--- config.mk ---
export PLATFORM = sky130hd
export DESIGN_NAME = wb_sender_v
export DESIGN_NICKNAME = d
export VERILOG_FILES = /design/src/rtl/wb_sender_v_pkg.sv /design/src/rtl/wb_sender_v_fifo.sv /design/src/rtl/wb_sender_v.sv
export SDC_FILE = /design/constraint.sdc
export NUM_CORES = 1
export LEC_CHECK = 0
export CAP_MARGIN = 20
export CORE_UTILIZATION = 36
export CTS_CLUSTER_SIZE = 12
export DETAILED_ROUTE_END_ITERATION = 8
export SLEW_MARGIN = 15
export SYNTH_ARGS = -nofsm -noshare
export SYNTH_HDL_FRONTEND = slang
export SYNTH_SLANG_ARGS = --single-unit
export TNS_END_PERCENT = 10
--- constraint.sdc ---
create_clock -name clock -period 3.25 [get_ports clock]
set_input_delay 0.65 -clock clock [delete_from_list [all_inputs] [get_ports clock]]
set_output_delay 0.65 -clock clock [all_outputs]
set_load 0.05 [all_outputs]
--- src/rtl/wb_sender_v_pkg.sv ---
// Shared types for the lane write-back sender: entry layout, FIFO depth and FSM states.
package wb_sender_v_pkg;

  localparam int unsigned WB_FIFO_DEPTH = 4;
  localparam int unsigned INDEX_W       = 6;
  localparam int unsigned DATA_W        = 32;

  typedef logic [INDEX_W-1:0] index_t;
  typedef logic [DATA_W-1:0]  data_t;

  // One queued result: path select plus destination register and payload.
  typedef struct packed {
    logic       remote;
    logic [3:0] offset;
    index_t     idx;
    data_t      data;
  } wb_entry_t;

  typedef enum logic [1:0] {
    WB_IDLE,
    WB_ISSUE,
    WB_XFER
  } fsm_wb_t;

endpackage

--- src/rtl/wb_sender_v_fifo.sv ---
// Result FIFO for the write-back sender: power-of-two depth, occupancy count, full/empty flags.
module wb_sender_v_fifo
  import wb_sender_v_pkg::*;
#(
  parameter int unsigned DEPTH = WB_FIFO_DEPTH,
  localparam int unsigned PtrW = $clog2(DEPTH),
  localparam int unsigned CntW = $clog2(DEPTH) + 1
) (
  input  logic            clock,
  input  logic            reset,
  input  logic            push,
  input  logic            pop,
  input  wb_entry_t       wdata,
  output wb_entry_t       rdata,
  output logic [CntW-1:0] count,
  output logic            full,
  output logic            empty
);

  wb_entry_t       mem [DEPTH];
  logic [PtrW-1:0] wr_ptr;
  logic [PtrW-1:0] rd_ptr;
  logic            push_ok;
  logic            pop_ok;

  // Guard against a push into a full FIFO or a pop from an empty one.
  always_comb begin
    full    = (count == CntW'(DEPTH));
    empty   = (count == '0);
    push_ok = push & ~full;
    pop_ok  = pop & ~empty;
    rdata   = mem[rd_ptr];
  end

  // Storage array; contents need no reset since count gates visibility.
  always_ff @(posedge clock) begin
    if (push_ok) begin
      mem[wr_ptr] <= wdata;
    end
  end

  // Pointers wrap naturally because DEPTH is a power of two.
  always_ff @(posedge clock) begin
    if (reset) begin
      wr_ptr <= '0;
      rd_ptr <= '0;
      count  <= '0;
    end else begin
      if (push_ok) wr_ptr <= wr_ptr + 1'b1;
      if (pop_ok)  rd_ptr <= rd_ptr + 1'b1;
      case ({push_ok, pop_ok})
        2'b10:   count <= count + 1'b1;
        2'b01:   count <= count - 1'b1;
        default: count <= count;
      endcase
    end
  end

endmodule

--- src/rtl/wb_sender_v.sv ---
// Per-lane write-back sender: queues exec results and issues each once, either as a local
// register-file write or as a valid/ready transfer onto the inter-lane write-back bus.
module wb_sender_v
  import wb_sender_v_pkg::*;
#(
  parameter int unsigned NUM_LANES   = 16,
  parameter int unsigned WIDTH_LANES = $clog2(NUM_LANES),
  parameter int unsigned LANE_ID     = 0,
  parameter int unsigned DEPTH       = WB_FIFO_DEPTH
) (
  input  logic                   clock,
  input  logic                   reset,
  input  logic                   I_Stall,
  input  logic                   I_Valid,
  input  index_t                 I_Index,
  input  data_t                  I_Data,
  input  logic [4:0]             I_Sel_Path_WB,
  input  logic                   I_Lane_Ready,
  output logic                   O_WB_Req,
  output index_t                 O_WB_Index,
  output data_t                  O_WB_Data,
  output logic                   O_Lane_Valid,
  output logic [WIDTH_LANES-1:0] O_Lane_Dst,
  output index_t                 O_Lane_Index,
  output data_t                  O_Lane_Data_WB,
  output logic                   O_Full,
  output logic                   O_Overflow
);

  localparam int unsigned CntW = $clog2(DEPTH) + 1;

  fsm_wb_t         state_q, state_d;
  logic            overflow_q;
  logic            push, pop;
  logic            wb_req, lane_valid;
  logic            fifo_full, fifo_empty;
  logic [CntW-1:0] count;
  logic            count_gt1;
  wb_entry_t       wdata, head;
  logic [WIDTH_LANES-1:0] lane_dst;

  assign wdata = '{remote: I_Sel_Path_WB[4], offset: I_Sel_Path_WB[3:0],
                   idx: I_Index, data: I_Data};
  assign push  = I_Valid & ~fifo_full;

  wb_sender_v_fifo #(
    .DEPTH (DEPTH)
  ) u_fifo (
    .clock (clock),
    .reset (reset),
    .push  (push),
    .pop   (pop),
    .wdata (wdata),
    .rdata (head),
    .count (count),
    .full  (fifo_full),
    .empty (fifo_empty)
  );

  // FSM state register.
  always_ff @(posedge clock) begin
    if (reset) state_q <= WB_IDLE;
    else       state_q <= state_d;
  end

  // Overflow is sticky until reset: a push was attempted with no free slot.
  always_ff @(posedge clock) begin
    if (reset)                      overflow_q <= 1'b0;
    else if (I_Valid && fifo_full)  overflow_q <= 1'b1;
  end

  // Next-state and issue control; a pop leaves work behind if another entry or a push exists.
  always_comb begin
    state_d    = state_q;
    wb_req     = 1'b0;
    lane_valid = 1'b0;
    pop        = 1'b0;
    count_gt1  = (count > CntW'(1));
    unique case (state_q)
      WB_IDLE: begin
        if (push) state_d = WB_ISSUE;
      end
      WB_ISSUE: begin
        if (fifo_empty) begin
          if (!push) state_d = WB_IDLE;
        end else if (head.remote) begin
          state_d = WB_XFER;
        end else if (!I_Stall) begin
          wb_req  = 1'b1;
          pop     = 1'b1;
          state_d = (push || count_gt1) ? WB_ISSUE : WB_IDLE;
        end
      end
      WB_XFER: begin
        lane_valid = ~fifo_empty;
        if (lane_valid && I_Lane_Ready) begin
          pop     = 1'b1;
          state_d = (push || count_gt1) ? WB_ISSUE : WB_IDLE;
        end
      end
      default: state_d = WB_IDLE;
    endcase
  end

  // Target lane wraps modulo the lane count by dropping the carry.
  assign lane_dst = WIDTH_LANES'(LANE_ID) + WIDTH_LANES'(head.offset);

  // Outputs forced to zero while reset is held; fields are zero unless their strobe is high.
  always_comb begin
    O_WB_Req       = wb_req & ~reset;
    O_WB_Index     = O_WB_Req ? head.idx : '0;
    O_WB_Data      = O_WB_Req ? head.data : '0;
    O_Lane_Valid   = lane_valid & ~reset;
    O_Lane_Dst     = O_Lane_Valid ? lane_dst : '0;
    O_Lane_Index   = O_Lane_Valid ? head.idx : '0;
    O_Lane_Data_WB = O_Lane_Valid ? head.data : '0;
    O_Full         = ~reset & (count >= CntW'(DEPTH - 1));
    O_Overflow     = ~reset & overflow_q;
  end

endmodule

Word-level counts from Yosys, hierarchy flattened
Memory sizes are Yosys's and may differ from the RTL's. A register that Yosys moved wholly into a read port is not among the register bits.
Cells that the tools add are included.
{ "totals": {"register_bits": 10, "latch_bits": 0, "mem_bits_rw": 172, "romBits": 0, "output_inout_bits": 84, "word_cells": 63, "mem_count": 1} }
{ "op_classes": {"add_sub_neg": 4, "n_mul": 0, "div": 0, "magnitude_cmp": 2, "n_eq_ne": 9, "shift": 0, "muxes": 25, "n_bitwise": 10, "reduce_logical": 7} }
{ "memory_table": {"columns": ["name", "words", "word_bits", "read_ports", "rd_clocked_by_memory_dff", "wr", "line", "rtl"], "rows": [
  ["u_fifo.mem", 4, 43, 1, 1, 1, "wb_sender_v_fifo.sv:20", "wb_entry_t mem [DEPTH];"]
]} }
{ "op_table": {"columns": ["op", "count"], "rows": [
  ["32-bit two-way mux", 2],
  ["2-bit two-way mux", 8],
  ["6-bit two-way mux", 2],
  ["1-bit two-way mux", 9],
  ["1-bit AND", 7],
  ["2-bit case mux with 3 select lines", 1],
  ["3-bit case mux with 2 select lines", 1],
  ["2-bit by 1-bit adder with 2-bit output (second input constant)", 2],
  ["2-bit by 1-bit equality test with 1-bit output (second input constant)", 2],
  ["2-bit equality test (second input constant)", 2],
  ["4-bit two-way mux", 1],
  ["2-bit inequality test (second input constant)", 2],
  ["4-bit inequality test (second input constant)", 1],
  ["4-bit AND reduction", 1],
  ["3-bit by 1-bit adder with 3-bit output (second input constant)", 1],
  ["3-bit equality test (second input constant)", 1],
  ["3-bit by 2-bit >= comparator with 1-bit output (second input constant)", 1],
  ["3-bit by 1-bit greater-than comparator with 1-bit output (second input constant)", 1],
  ["3-bit zero test", 1],
  ["3-bit inequality test (second input constant)", 1],
  ["1-bit inverter", 3],
  ["3-bit by 1-bit subtractor with 3-bit output (second input constant)", 1],
  ["1-bit logical AND", 2],
  ["2-bit zero test", 1],
  ["3 further kinds", 3]
]} }

Logic depth before layout (Yosys ltp)
{ "logic_depth": {"ltp_word": 9, "depth_mapped": 10, "depth_no_buf": 10} }

Hierarchy
A second synthesis with hierarchy kept.
{ "unflattened": {"hier_cells": 403, "area_unflattened_um2": 7614.8} }
{ "by_module_without_submodules": {"columns": ["mod", "n_inst", "cells_each", "area_each_um2"], "rows": [
  ["wb_sender_v_fifo", 1, 279, 6747.7],
  ["wb_sender_v", 1, 124, 867.1]
]} }

Worst setup path after synthesis
No wires, ideal clock.
{ "synth_timing": {"path_kind": "reg-to-output", "start": "reg u_fifo.count[0]", "end": "out O_Lane_Data_WB[22]", "arrival_time_ns": 2.373, "t_required_ns": 2.600, "path_slack_ns": 0.227, "stages_incl_launch_ff": 7, "path_cell_list": "dfxtp_1 inv_1 ha_1 nor2b_1 nor3b_1 clkbuf_1 and2_1"} }
{ "synth_between": {"elab_chain_cells": 5} }
{ "synth_rtl": {"columns": ["element", "line", "rtl"], "rows": [
  ["from (decl)", "wb_sender_v_fifo.sv:15", "output logic [CntW-1:0] count,"],
  ["from (signal assigned)", "wb_sender_v_fifo.sv:52", "2'b10: count <= count + 1'b1;"],
  ["from (signal assigned)", "wb_sender_v_fifo.sv:53", "2'b01: count <= count - 1'b1;"],
  ["from (signal assigned)", "wb_sender_v_fifo.sv:54", "default: count <= count;"],
  ["3-bit zero test", "wb_sender_v_fifo.sv:29", "empty = (count == '0);"],
  ["1-bit inverter", "wb_sender_v.sv:95", "lane_valid = ~fifo_empty;"],
  ["1-bit two-way mux", "wb_sender_v.sv:79", "unique case (state_q)"],
  ["1-bit AND", "wb_sender_v.sv:113", "O_Lane_Valid = lane_valid & ~reset;"],
  ["via O_Lane_Valid", "wb_sender_v.sv:22", "output logic O_Lane_Valid,"],
  ["32-bit two-way mux", "wb_sender_v.sv:116", "O_Lane_Data_WB = O_Lane_Valid ? head.data : '0;"],
  ["to (decl)", "wb_sender_v.sv:25", "output data_t O_Lane_Data_WB,"]
]} }
The timed path passes the listed nets, and every way through them passes these cells.

Final worst setup path
{ "layout_timing": {"start": "reg u_fifo.count[0]", "end": "out O_WB_Data[4]"} }
{ "layout_between": {"elab_chain_cells": 5} }
{ "layout_rtl": {"columns": ["element", "line", "rtl"], "rows": [
  ["3-bit zero test", "wb_sender_v_fifo.sv:29", null],
  ["1-bit two-way mux", "wb_sender_v.sv:84", "if (fifo_empty) begin"],
  ["1-bit two-way mux", "wb_sender_v.sv:79", null],
  ["1-bit AND", "wb_sender_v.sv:110", "O_WB_Req = wb_req & ~reset;"],
  ["32-bit two-way mux", "wb_sender_v.sv:112", "O_WB_Data = O_WB_Req ? head.data : '0;"],
  ["to (decl)", "wb_sender_v.sv:21", "output data_t O_WB_Data,"]
]} }
No other way between the ends.

==> flow_summary_export.csv <==
group,metric,value,unit
cts,clockBufferDepth,2,
synth,synth_ff_type,"edfxtp_1",
sta,worstMarginPinSlew,0.681,ns
cells_and_area,n_antenna_cell,0,
pwr,ir_drop,355,uV
pwr,power_frac_comb,0.098,
detailed_routing,dr.pass1.iters,4,
sta,hold_slack,0.466,ns
critical_path,critical_path_class,"register to output pin",
cts,clock_latency,0.42,ns
detailed_routing,vias_per_cell,4.83,
floorplanning,die_h,147,um
critical_path,cp_max_fo,20,
cells_and_area,drive_gt1_frac,0.319,
synth,synth-edff-count,172,
critical_path,r2r-start,"u_fifo.count[0]$_SDFFE_PP0P_",
cells_and_area,synthToLayoutAreaGrowth,41.0,%
synth,synthArstFlopShare,0,
sta,finalCriticalPeriod,3.07,ns
sta,rsz0062_at_grt,"no",
cts,clock_sinks,184,
cells_and_area,fillers,1646,
sta,fmaxAchievable,326,MHz
pwr,switching_share,0.219,
cts,tritoncts,"yes",
critical_path,slowest_stage,"dfxtp_2",
floorplanning,start_util,0.371,
detailed_routing,route.detailed.drc,0,
global_routing,grt_pass1_wl,24000,um
pwr,power_frac_clock,0.376,
cts,ctsHoldBuffers,0,
synth,yosys.cell_types.count,36,
synth,synth_warnings,0,
outcome,status,"complete, no violations",
pwr,p_sw,1.14,mW
global_routing,grt_max_degree,44,
sta,finalClockSkew,0.0126,ns
critical_path,cpPeakStageDelay,0.38,ns
sta,hold_viol,0,
detailed_routing,drt_iter0_markers,195,
critical_path,crit_start,"u_fifo.count[0]$_SDFFE_PP0P_",
cts,cts_made_buffers,17,
detailed_routing,dr_total_vias,4029,
place,hpwl,9780,um
worst_hold_path,worstHoldStart,"overflow_q$_SDFFE_PP0P_",
cells_and_area,nNetsFinal,615,
floorplanning,pin_count,132,
job,drv_cap,0,
pwr,internal_power,4.06,mW
synth,seq_area_frac_synth,0.716,
global_routing,antenna_found_initial,0,
detailed_routing,postRouteAntennaNets,0,
critical_path,crit_chain,"inv_1, ha_1, nand2b_1, nand2_1, nor2_2, nor3b_4, buf_8, and2_1, buf_12",
cts,h-tree-depth,4,
global_routing,grt_usage,0.151,
cts,cts_setup_buffers,0,
synth,synthCells,409,
critical_path,crit_arrival,2.42,ns
global_routing,overflow,0,
sta,setup-violations-final,0,
critical_path,start_kind,"register",
sta,tns,0,ns
global_routing,grt_pass1_vias,4319,
place,gp_congestion,0.775,
floorplanning,die_w,147,um
cts,cts.clk_slew.worst_paths,0.07,ns
floorplanning,dieArea,21500,um2
detailed_routing,wl,15100,um
critical_path,end_kind,"output pin",
place,port_buffers,131,
worst_hold_path,hp-class,"register to register",
pwr,leakage,3.59,nW
pwr,power.density,489,nW/um2
floorplanning,num_rows,52,
sta,final_max_slew_viol_count,0,
synth,synth-seq-cells,184,
cells_and_area,final_cell_area,10600,um2
sta,max_slew_margin,0.546,
cells_and_area,multi_input_area,2030,um2
cells_and_area,regArea,5410,um2
floorplanning,coreArea,20400,um2
critical_path,critPathBufInv,3,
sta,min_period_over_period,0.944,
synth,synth_nets,471,
critical_path,cpLargestDelayFamily,"simple AND/OR/NAND/NOR gates",
critical_path,crit_required,2.60,ns
cts,cts_resized,0,
synth,syn_area,7550,um2
synth,avgSynthCellArea,18.4,um2
pwr,seq_power_share,0.526,
cts,cts-root-buf,"clkbuf_16",
place,dpl_cell_area,10100,um2
detailed_routing,wl_per_cell,18.2,um
-- Yosys cell counts, types with 2 or more instances --
cell        n  area, um2
edfxtp_1  172       5160
mux4_2     43        968
nor3b_1     2       15.0
and2_1     84        526
a21oi_1     6       30.0
nor2_1      9       33.8
xnor2_1     2       17.5
ha_1       14        175
o21ai_0     2       10.0
nand2_1     8       30.0
nor2b_1     3       18.8
nand2b_1    3       18.8
a211oi_1    2       15.0
xor2_1      2       17.5
buf_2       6       30.0
clkbuf_1   12       45.0
inv_1       8       30.0
dfxtp_1    12        240
nand3_1     2       10.0
-- worst register-to-register path: stages (launching register included) --
cell,delay [ns]
dfxtp_2,0.38
inv_1,0.10
ha_1,0.24
a21boi_1,0.40
inv_1,0.21
a221o_1,0.43
nor3b_1,0.16
a211o_1,0.26
-- cells by family after synthesis --
| logic type | synth area share |
|---|---|
| AO/OA/AOI/OAI | 0.0159 |
| XOR/XNOR | 0.00464 |
| adder cells (fa/ha/maj) | 0.0232 |
| buffers and inverters | 0.0164 |
| flip-flops | 0.716 |
| multiplexers | 0.130 |
| AND/OR/NAND/NOR | 0.0938 |
-- layout make-up --
cell class              instances  area share
multi-input cells             197       0.191
flip-flops and latches        184       0.509
clock inverters                11      0.0118
well taps                     270      0.0318
clock buffers                  19      0.0407
inverters                       8     0.00282
repair buffers                145       0.213
-- cell usage in the layout, fill, tap and decap left out, types with 2 or more instances in the layout --
cell type	count
buf_4	12
clkbuf_1	2
o21ai_0	2
clkinvlp_4	4
dfxtp_1	9
xnor2_1	2
clkbuf_16	17
dfxtp_2	2
a21oi_1	6
a211oi_1	2
buf_12	84
inv_6	2
xor2_1	2
nor2_1	9
bufinv_16	2
nand2b_1	3
nor2b_1	3
edfxtp_1	172
and2_2	4
and2_1	80
nand2_1	8
inv_1	8
mux4_2	43
ha_1	14
nand3_1	2
clkdlybuf4s50_1	47
-- metrics by stage --
stage	total power, mW	cells	setup WS [ns]	utilization
final	5.20	834	0.182	0.522
after CTS	5.26	834	0.0341	0.522
after detailed placement	3.30	804	0.423	0.494
after global placement	3.28	804	0.463	0.494
after floorplan	3.07	409	0.227	-
after global routing	5.39	834	0.0282	0.522
-- sequential cells by signal, summed over array words and instances, names as in the netlist, named ones only --
signal / flops
u_fifo.wr_ptr: 2
u_fifo.count: 3
state_q: 2
overflow_q: 1
u_fifo.rd_ptr: 2
u_fifo.mem: 172
-- final timing paths --
| kind | end | slack, ns | cells after the start |
|---|---|---|---|
| setup reg to reg | state_q[0]$_SDFFE_PP0P_ | 0.96 | 7 |
| hold / removal | overflow_q$_SDFFE_PP0P_ | 0.47 | 2 |
| hold reg to reg | overflow_q$_SDFFE_PP0P_ | 0.47 | 2 |
| setup / recovery | O_WB_Data[4] | 0.18 | 9 |
-- layer usage --
metal | global-route usage | routed length, um | vias up
li1 | - | - | 1859
met1 | 0.185 | 6400 | 2053
met3 | 0.0391 | 740 | 17
met4 | 0.0604 | 193 | 0
met5 | 0 | 0 | -
met2 | 0.255 | 7810 | 100
-- power groups by stage --
stage / Combinational [mW] / Sequential [mW] / Clock, mW
after floorplan: 0.288 / 2.78 / 0
after global placement: 0.501 / 2.78 / 0
after detailed placement: 0.516 / 2.79 / 0
after CTS: 0.517 / 2.73 / 2.01
after global routing: 0.551 / 2.74 / 2.10
final: 0.509 / 2.73 / 1.96
(Power assumes the default switching activity.)
